## config.mk

```make
export PLATFORM = sky130hd
export DESIGN_NAME = fifo_rr_scheduler_flat
export DESIGN_NICKNAME = d
export VERILOG_FILES = /design/src/rtl/fifo_rr_scheduler_pkg.sv /design/src/rtl/fifo_rr_scheduler_if.sv /design/src/rtl/fifo_rr_scheduler_rr_arbiter_4.sv /design/src/rtl/fifo_rr_scheduler.sv /design/src/flat_wrapper.sv
export SDC_FILE = /design/constraint.sdc
export NUM_CORES = 1
export LEC_CHECK = 0
export BUFFER_PORTS_ARGS = -buffer_cell sky130_fd_sc_hd__buf_2
export CORE_MARGIN = 2
export CORE_UTILIZATION = 45
export DETAILED_ROUTE_END_ITERATION = 12
export PLACE_DENSITY = 0.86
export SETUP_SLACK_MARGIN = 0.15
export SYNTH_ARGS = -nofsm -noshare
export SYNTH_HDL_FRONTEND = slang
export SYNTH_SLANG_ARGS = --single-unit
export TNS_END_PERCENT = 30
```

## constraint.sdc

```tcl
create_clock -name clk -period 4.8 [get_ports clk]
set_clock_uncertainty 0.05 [all_clocks]
set_input_delay 0.48 -clock clk [delete_from_list [all_inputs] [get_ports clk]]
set_output_delay 0.48 -clock clk [all_outputs]
set_load 0.1 [all_outputs]
```

## src/rtl/fifo_rr_scheduler_pkg.sv

```systemverilog
// Shared constants and types for the four-FIFO round-robin scheduler.
// Word selection from the packed upstream data bus lives here so every user slices it the same way.
package fifo_rr_scheduler_pkg;

    localparam int DATA_WIDTH = 32'sd10;
    localparam int NUM_FIFOS  = 32'sd4;
    localparam int THR_WIDTH  = 32'sd3;

    localparam logic [THR_WIDTH-1:0] ALTO_DEFAULT = 3'd6;
    localparam logic [THR_WIDTH-1:0] BAJO_DEFAULT = 3'd1;

    typedef enum logic [2:0] {
        ST_RESET  = 3'd0,
        ST_INIT   = 3'd1,
        ST_IDLE   = 3'd2,
        ST_ACTIVE = 3'd3,
        ST_ERROR  = 3'd4
    } state_e;

    function automatic logic [DATA_WIDTH-1:0] select_word(
        input logic [NUM_FIFOS*DATA_WIDTH-1:0] bus_words,
        input logic [1:0]                      idx
    );
        return bus_words[32'(idx) * DATA_WIDTH +: DATA_WIDTH];
    endfunction

endpackage

```

## src/rtl/fifo_rr_scheduler_if.sv

```systemverilog
// Upstream FIFO bank and downstream FIFO signals seen by the scheduler.
// The master side is the scheduler; the slave side is the FIFO bank.
interface fifo_rr_scheduler_if;
    import fifo_rr_scheduler_pkg::*;

    logic [NUM_FIFOS-1:0]            empty_vec;
    logic [NUM_FIFOS-1:0]            error_vec;
    logic [NUM_FIFOS*DATA_WIDTH-1:0] fifo_data_in;
    logic                            down_almost_full;
    logic                            down_full;
    logic [NUM_FIFOS-1:0]            pop_vec;
    logic                            push_out;
    logic [DATA_WIDTH-1:0]           data_out;

    modport master (
        input  empty_vec, error_vec, fifo_data_in, down_almost_full, down_full,
        output pop_vec, push_out, data_out
    );

    modport slave (
        output empty_vec, error_vec, fifo_data_in, down_almost_full, down_full,
        input  pop_vec, push_out, data_out
    );

endinterface

```

## src/rtl/fifo_rr_scheduler_rr_arbiter_4.sv

```systemverilog
// Combinational four-way round-robin arbiter.
// The search starts one past the previous winner and wraps modulo four.
module rr_arbiter_4
    import fifo_rr_scheduler_pkg::*;
(
    input  logic [NUM_FIFOS-1:0] req,
    input  logic                 en,
    input  logic [1:0]           last,
    output logic [NUM_FIFOS-1:0] grant,
    output logic [1:0]           grant_idx
);

    logic [1:0] cand_s;
    logic       found_s;

    // First requester after last wins; nothing is granted when disabled.
    always_comb begin
        grant     = {NUM_FIFOS{1'b0}};
        grant_idx = 2'd0;
        found_s   = 1'b0;
        cand_s    = 2'd0;
        for (int k = 32'sd1; k <= NUM_FIFOS; k++) begin
            cand_s = last + 2'(k);
            if (en && !found_s && req[cand_s]) begin
                grant[cand_s] = 1'b1;
                grant_idx     = cand_s;
                found_s       = 1'b1;
            end else begin
                found_s = found_s;
            end
        end
    end

endmodule

```

## src/rtl/fifo_rr_scheduler.sv

```systemverilog
// Configuration FSM, threshold latch and round-robin pop/push forwarding
// from four upstream FIFOs into one downstream FIFO.
module fifo_rr_scheduler
    import fifo_rr_scheduler_pkg::*;
(
    input  logic                  clk,
    input  logic                  reset,
    input  logic                  init,
    input  logic [THR_WIDTH-1:0]  alto_in,
    input  logic [THR_WIDTH-1:0]  bajo_in,
    fifo_rr_scheduler_if.master   bus,
    output logic [THR_WIDTH-1:0]  alto,
    output logic [THR_WIDTH-1:0]  bajo,
    output logic [2:0]            state,
    output logic                  idle,
    output logic                  error_out
);

    state_e                 state_r;
    state_e                 state_nxt_s;
    logic [1:0]             last_r;
    logic [1:0]             idx_r;
    logic                   push_r;
    logic                   error_r;
    logic [THR_WIDTH-1:0]   alto_r;
    logic [THR_WIDTH-1:0]   bajo_r;
    logic [NUM_FIFOS-1:0]   req_s;
    logic [NUM_FIFOS-1:0]   grant_s;
    logic [1:0]             grant_idx_s;
    logic                   any_req_s;
    logic                   err_cond_s;
    logic                   pop_en_s;
    logic                   pop_any_s;

    assign req_s      = ~bus.empty_vec;
    assign any_req_s  = |req_s;
    assign err_cond_s = (|bus.error_vec) || (push_r && bus.down_full);
    // Pops are combinational so an empty flag seen this cycle can never be popped.
    assign pop_en_s   = (state_r == ST_ACTIVE) && !init && !bus.down_almost_full && !err_cond_s;
    assign pop_any_s  = |grant_s;

    rr_arbiter_4 u_arb (
        .req       (req_s),
        .en        (pop_en_s),
        .last      (last_r),
        .grant     (grant_s),
        .grant_idx (grant_idx_s)
    );

    // Next-state decode: error beats init, init beats arbitration.
    always_comb begin
        state_nxt_s = state_r;
        case (state_r)
            ST_RESET: state_nxt_s = ST_INIT;
            ST_INIT: begin
                if (err_cond_s)      state_nxt_s = ST_ERROR;
                else if (init)       state_nxt_s = ST_INIT;
                else                 state_nxt_s = ST_IDLE;
            end
            ST_IDLE: begin
                if (err_cond_s)      state_nxt_s = ST_ERROR;
                else if (init)       state_nxt_s = ST_INIT;
                else if (any_req_s)  state_nxt_s = ST_ACTIVE;
                else                 state_nxt_s = ST_IDLE;
            end
            ST_ACTIVE: begin
                if (err_cond_s)                  state_nxt_s = ST_ERROR;
                else if (init)                   state_nxt_s = push_r ? ST_ACTIVE : ST_INIT;
                else if (!any_req_s && !push_r)  state_nxt_s = ST_IDLE;
                else                             state_nxt_s = ST_ACTIVE;
            end
            ST_ERROR: state_nxt_s = ST_ERROR;
            default:  state_nxt_s = ST_ERROR;
        endcase
    end

    // State, grant pointer, in-flight push and threshold registers.
    always_ff @(posedge clk or negedge reset) begin
        if (!reset) begin
            state_r <= ST_RESET;
            last_r  <= 2'd3;
            idx_r   <= 2'd0;
            push_r  <= 1'b0;
            error_r <= 1'b0;
            alto_r  <= ALTO_DEFAULT;
            bajo_r  <= BAJO_DEFAULT;
        end else begin
            state_r <= state_nxt_s;
            push_r  <= pop_any_s;
            if (pop_any_s) begin
                last_r <= grant_idx_s;
                idx_r  <= grant_idx_s;
            end
            if (state_nxt_s == ST_ERROR) begin
                error_r <= 1'b1;
            end
            if ((state_r == ST_INIT) && init && !err_cond_s) begin
                alto_r <= alto_in;
                bajo_r <= bajo_in;
            end
        end
    end

    assign bus.pop_vec  = grant_s;
    assign bus.push_out = push_r;
    assign bus.data_out = push_r ? select_word(bus.fifo_data_in, idx_r) : {DATA_WIDTH{1'b0}};
    assign alto         = alto_r;
    assign bajo         = bajo_r;
    assign state        = state_r;
    assign idle         = (state_r == ST_IDLE);
    assign error_out    = error_r;

endmodule

```

## src/flat_wrapper.sv

```systemverilog
// flat-port wrapper written by rule: the top's interface ports become plain ports
module fifo_rr_scheduler_flat import fifo_rr_scheduler_pkg::*;
  (clk, reset, init, alto_in, bajo_in, alto, bajo, state, idle, error_out, bus_empty_vec, bus_error_vec, bus_fifo_data_in, bus_down_almost_full, bus_down_full, bus_pop_vec, bus_push_out, bus_data_out);
  fifo_rr_scheduler_if bus_i ();
  input  logic clk;
  input  logic reset;
  input  logic init;
  input  logic [THR_WIDTH-1:0] alto_in;
  input  logic [THR_WIDTH-1:0] bajo_in;
  output logic [THR_WIDTH-1:0] alto;
  output logic [THR_WIDTH-1:0] bajo;
  output logic [2:0] state;
  output logic idle;
  output logic error_out;
  input wire logic [$bits(bus_i.empty_vec)-1:0] bus_empty_vec;
  input wire logic [$bits(bus_i.error_vec)-1:0] bus_error_vec;
  input wire logic [$bits(bus_i.fifo_data_in)-1:0] bus_fifo_data_in;
  input wire logic [$bits(bus_i.down_almost_full)-1:0] bus_down_almost_full;
  input wire logic [$bits(bus_i.down_full)-1:0] bus_down_full;
  output wire logic [$bits(bus_i.pop_vec)-1:0] bus_pop_vec;
  output wire logic [$bits(bus_i.push_out)-1:0] bus_push_out;
  output wire logic [$bits(bus_i.data_out)-1:0] bus_data_out;
  assign bus_i.empty_vec = bus_empty_vec;
  assign bus_i.error_vec = bus_error_vec;
  assign bus_i.fifo_data_in = bus_fifo_data_in;
  assign bus_i.down_almost_full = bus_down_almost_full;
  assign bus_i.down_full = bus_down_full;
  assign bus_pop_vec = bus_i.pop_vec;
  assign bus_push_out = bus_i.push_out;
  assign bus_data_out = bus_i.data_out;
  fifo_rr_scheduler u_core (.clk(clk), .reset(reset), .init(init), .alto_in(alto_in), .bajo_in(bajo_in), .bus(bus_i), .alto(alto), .bajo(bajo), .state(state), .idle(idle), .error_out(error_out));
endmodule
```

; ---- After elaboration in Yosys (flattened, before gate mapping)
; Index checks and enable logic that the tools add are counted.
[totals]
in_bits = 59
output_inout_bits = 26
ff_bits = 15
[op_classes]
add_sub_neg = 3
n_reduce_logical = 31
magnitude_cmp = 8
n_bitwise = 4
shifts = 1
n_mul = 1
mux = 38
eq_ne = 4
[op_table]
columns = cell, n
row1 = 40-bit by 7-bit variable part select with 10-bit output, 1
row2 = 1-bit logical AND, 18
row3 = 4-bit 2-to-1 mux, 4
row4 = 3-bit 2-to-1 mux, 5
row5 = 1-bit 2-to-1 mux, 13
row6 = "2-bit by 3-bit less-than comparator with 1-bit output, second input constant", 4
row7 = 2-bit 2-to-1 mux, 6
row8 = 4-bit bitwise OR, 3
row9 = 3-bit case mux with 4 select lines, 1
row10 = 4-bit OR reduction, 3
row11 = 10-bit 2-to-1 mux, 1
row12 = 1-bit binary-select mux with 2-bit select, 4
row13 = 1-bit demux with 2-bit select, 4
row14 = "2-bit by 1-bit >= comparator with 1-bit output, second input constant", 4
row15 = 1-bit zero test, 8
row16 = "3-bit by 2-bit == test with 1-bit output, second input constant", 2
row17 = "2-bit by 3-bit multiplier with 5-bit output, second input constant", 1
row18 = "2-bit adder, second input constant", 2
row19 = 4-bit NOT, 1
row20 = "3-bit by 1-bit == test with 1-bit output, second input constant", 1
row21 = "3-bit == test, second input constant", 1
row22 = 3-bit zero test, 1
row23 = "2-bit by 1-bit adder with 2-bit output, second input constant", 1
row24 = 1-bit logical OR, 1

; ---- Logic depth before layout (Yosys ltp)
[depth]
word_depth = 19
ltp_mapped = 11
mapped_depth_nobuf = 8

; ---- Modules after synthesis
; Synthesis repeated with hierarchy kept, for this count alone.
[hier_totals]
cells_unflattened = 128
hier_area_um2 = 1496.4
[modules_own_cells]
columns = mod, n_inst, seq_area_each_um2, area_each_um2, cells_each
row1 = fifo_rr_scheduler, 1, 381.6, 1009.7, 74
row2 = rr_arbiter_4, 1, 0.0, 486.7, 54

; ---- Worst setup path before layout
; No wires, ideal clock.
[synth_timing]
kind = register to output
from = register u_core.state_r[1] (netlist: u_core.state[1])
to = output port idle
arrival_ns = 3.287
setup_slack_ns = 0.983
required_time_ns = 4.270
path_stages_with_launch = 2
path_cell_list = dfrtp_1 > nor3b_1
[synth_between]
elab_chain_len = 1
[synth_rtl]
columns = element, line_no
row1 = "start, declared", fifo_rr_scheduler.sv:19  ; state_e state_r;
row2 = "start signal, assigned", fifo_rr_scheduler.sv:88  ; state_r <= state_nxt_s;
row3 = 3-bit by 2-bit == test with 1-bit output, fifo_rr_scheduler.sv:110  ; assign idle = (state_r == ST_IDLE);
row4 = "end, declared", flat_wrapper.sv:13  ; output logic idle;
; No other way between the ends.

; ---- Worst setup path after layout
[layout_timing]
from = register u_core.last_r[0]
to = output port bus_pop_vec[3]
[layout_between]
elab_chain_len = 17
[layout_rtl]
columns = element, line_no
row1 = "start, declared", fifo_rr_scheduler.sv:21  ; logic [1:0] last_r;
row2 = "start signal, assigned", fifo_rr_scheduler.sv:91  ; last_r <= grant_idx_s;
row3 = branches (longest 16 deep; another with 2-bit by 3-bit less-than comparator with 1-bit output), --
row4 = 4-bit 2-to-1 mux *, fifo_rr_scheduler_rr_arbiter_4.sv:24  ; if (en && !found_s && req[cand_s]) begin
row5 = "end, declared", flat_wrapper.sv:20  ; output wire logic [$bits(bus_i.pop_vec)-1:0] bus_pop_vec;
; Mark *: on every way between the ends. The select of a mux whose other input is x is not followed.

==> summary.txt <==
Drt
  • WL met1: 1.397 mm
  • Drt via density: 5.576
  • DR pass1 iterations: 4
  • # DRC: 0
  • Starting DRT DRC Count: 48
  • Met3 wire len: 445 um
  • Total Wirelength: 3.642 mm
  • Detail Route Antenna Nets: 0
  • Via count: 1472
  • Uppermost routed layer: met3
  • WL met2: 1.799 mm
  • Wire per inst: 13.80 um

Layout
  • Final nets: 287
  • Layout cells sized above 1: 0.5409
  • N_diodes: 0
  • Filler cells: 284
  • Area Growth Syn to Fin: 29.68%

Worst setup path
  • Worst r2r path cells: 8
  • Crit Path Category: flip-flop to output port
  • Crit. End Element: output port
  • Startpoint Class: flip-flop
  • CP max FO: 11
  • CP Data Arrival Time: 3.04 ns
  • Start of the worst register-to-register path: u_core.last_r[0]$_DFFE_PN1P_
  • Required time worst endpoint: 4.27 ns
  • Flop2flop setup slack: 1.88 ns
  • Worst R2R End: u_core.last_r[1]$_DFFE_PN1P_

Floorplan
  • Die W: 61.67 um
  • Die Y: 61.67 um
  • Initial Utilization: 0.4823
  • Row Count: 20
  • Core ar.: 3103 um^2
  • Die area: 3803 um^2
  • Io pins: 85

Job
  • Max-Cap Viols: 0

Timing
  • Final setup vio count: 0
  • Fmax: 280.2 MHz
  • Least-Margin Pin Slew: 0.5803 ns
  • Tcrit/Tclk final: 0.7434
  • Tmin final: 3.568 ns
  • RSZ-0062 raised after global routing: false
  • Hold Vio Cnt, Final: 0
  • Hold_ws: 0.03067 ns
  • Headroom to the max-slew limit: 0.6099
  • Final setup TNS: 0 ns
  • Slew Limit Fails: 0

Synthesis
  • Seq/Total Area, Yosys: 0.2550
  • Cell area after synthesis: 1496 um^2
  • Synth Register Bits: 15
  • Post-synth EDFFs: 0
  • Post-synth ARST share: 1.000
  • Ys Warns: 0
  • Net Count, Synth: 206
  • Syn Inst Count: 140
  • Top cells by area, synth: mux4_2 20%, dfrtp_1 17%, dfstp_2 8.8%
  • Yosys top cell by area: mux4_2
  • Netlist cell types: 39
  • Mean Syn Cell Area: 10.69 um^2
  • Post-synth top area share: 0.1957
  • Top FF cell, synth: dfrtp_1

Place
  • DP HPWL: 3.034 mm
  • IO buf count: 84
  • Global placement routability congestion: 0.8741

GRT
  • Largest net degree at the start of global routing: 16
  • Vias in the first global route: 1280
  • First-pass GRT wire length: 5.430 mm
  • Initial antenna violation count: 0
  • Overall Global Routing Usage: 0.1886
  • Gr ovfl total: 0

Clocking
  • Clock buffer count from CTS: 3
  • Post-CTS Repair Setup Buffers: 0
  • Clock root buffer: clkbuf_4
  • TritonCTS Sinks: 15
  • H-tree depth: 1
  • Cts hold-fix bufs: 0
  • # resized after CTS: 0
  • Clk buf depth: 2
  • CTS tree: yes
  • Skew-Pair Late Insertion Delay: 0.28 ns
  • Clk slew on worst S/H paths: 0.09 ns

Pwr
  • P_leak: 1.016 nW
  • Max VDD drop: 158.1 uV
  • Pwr dens: 127.3 nW/um^2

Worst hold path
  • Hold Crit Class: input port to asynchronous set/reset pin

Status
  • Status: finished, final reports clean
[synthesized netlist by cell type, drive strengths merged (2+ instances only)]
| cell type | number |
|---|---|
| nand3b | 4 |
| nand4 | 2 |
| a31oi | 4 |
| dfstp | 5 |
| nor2 | 5 |
| nand2b | 6 |
| dfrtp | 10 |
| mux2i | 2 |
| buf | 5 |
| a21oi | 9 |
| a221oi | 8 |
| mux4 | 14 |
| mux2 | 7 |
| and2 | 15 |
| nand2 | 6 |
| clkbuf | 3 |
| inv | 11 |
| ha | 7 |
| nor3 | 3 |
[where the power goes]
group | leakage (nW) | switching [mW] | internal, mW | total [mW]
Sequential | 0.171 | 0.000131 | 0.127 | 0.127
Combinational | 0.831 | 0.0184 | 0.0297 | 0.0481
Clock | 0.0150 | 0.0400 | 0.0322 | 0.0723
Total | 1.02 | 0.0585 | 0.189 | 0.247
[placed cells by master (no fill, tap or decap), drive strengths merged, types with 2 or more instances in the layout]
master	instances
nor3	3
mux2	7
dfrtp	10
clkbuf	4
buf	84
a21oi	9
nand3b	4
mux4	14
nand2b	6
a31oi	4
nor2	5
ha	7
nand2	6
inv	11
mux2i	2
and2	15
dfstp	5
nand4	2
a221oi	8
[worst max-delay path: stages (launching register included)]
cell and delay [ns]:
dfstp_2 0.66, inv_1 0.16, ha_1 0.37, mux4_2 0.43
nand4_2 0.22, nor2_4 0.09, a221oi_1 0.44, inv_1 0.09
buf_2 0.31
[layer usage]
layer	up-vias	global-route usage
met5	-	0
met4	0	0.009119
met3	0	0.04202
met2	83	0.3564
met1	692	0.2293
li1	697	-
[through the flow]
step | utilization | total power [mW] | worst slack [ns] | instances | area (um^2)
6_report | 0.6254 | 0.2471 | 1.232 | 264 | 1941
5_1_grt | 0.6254 | 0.2611 | 0.9652 | 264 | 1941
4_1_cts | 0.6254 | 0.2503 | 1.225 | 264 | 1941
3_5_place_dp | 0.6169 | 0.1777 | 1.542 | 260 | 1914
3_3_place_gp | 0.6169 | 0.1766 | 1.666 | 260 | 1914
2_1_floorplan | - | 0.1498 | 0.9827 | 140 | 1496
[final cells by class]
class | count | area [um^2] | area share
clock buffers | 4 | 26.28 | 0.01354
inverters | 11 | 41.29 | 0.02128
multi-input cells | 106 | 1016 | 0.5235
flip-flops and latches | 15 | 381.6 | 0.1966
well taps | 44 | 55.05 | 0.02837
repair buffers | 84 | 420.4 | 0.2166
[state kept, by name, summed over array words and instances (netlist names)]
register and cells:
u_core.error_out 1, u_core.last_r 2, u_core.state 3, u_core.alto 3, u_core.bajo 3, u_core.idx_r 2
u_core.bus.push_out 1
[worst max path at each step]
stage,start,endpoint,slack (ns),cells after the start
final,u_core.last_r[0]$_DFFE_PN1P_,bus_pop_vec[3],1.23,8
after global routing,u_core.last_r[0]$_DFFE_PN1P_,bus_pop_vec[0],0.97,8
after CTS,u_core.last_r[0]$_DFFE_PN1P_,bus_pop_vec[3],1.23,8
after detailed placement,u_core.last_r[0]$_DFFE_PN1P_,bus_pop_vec[3],1.54,8
after global placement,u_core.last_r[0]$_DFFE_PN1P_,bus_pop_vec[2],1.67,8
after floorplan,u_core.state[1]$_DFF_PN0_,idle,0.98,1
[cell families (layout without fill, tap and decap cells)]
kind of cell,after synthesis,in the layout,synth area share
AND/OR/NAND/NOR,49,49,0.2166
AO/OA/AOI/OAI,27,27,0.1246
multiplexers,23,23,0.2793
buffers and inverters,19,99,0.06605
flip-flops,15,15,0.2550
adder cells (fa/ha/maj),7,7,0.05853
No activity file was read; power rests on OpenSTA's default activity.
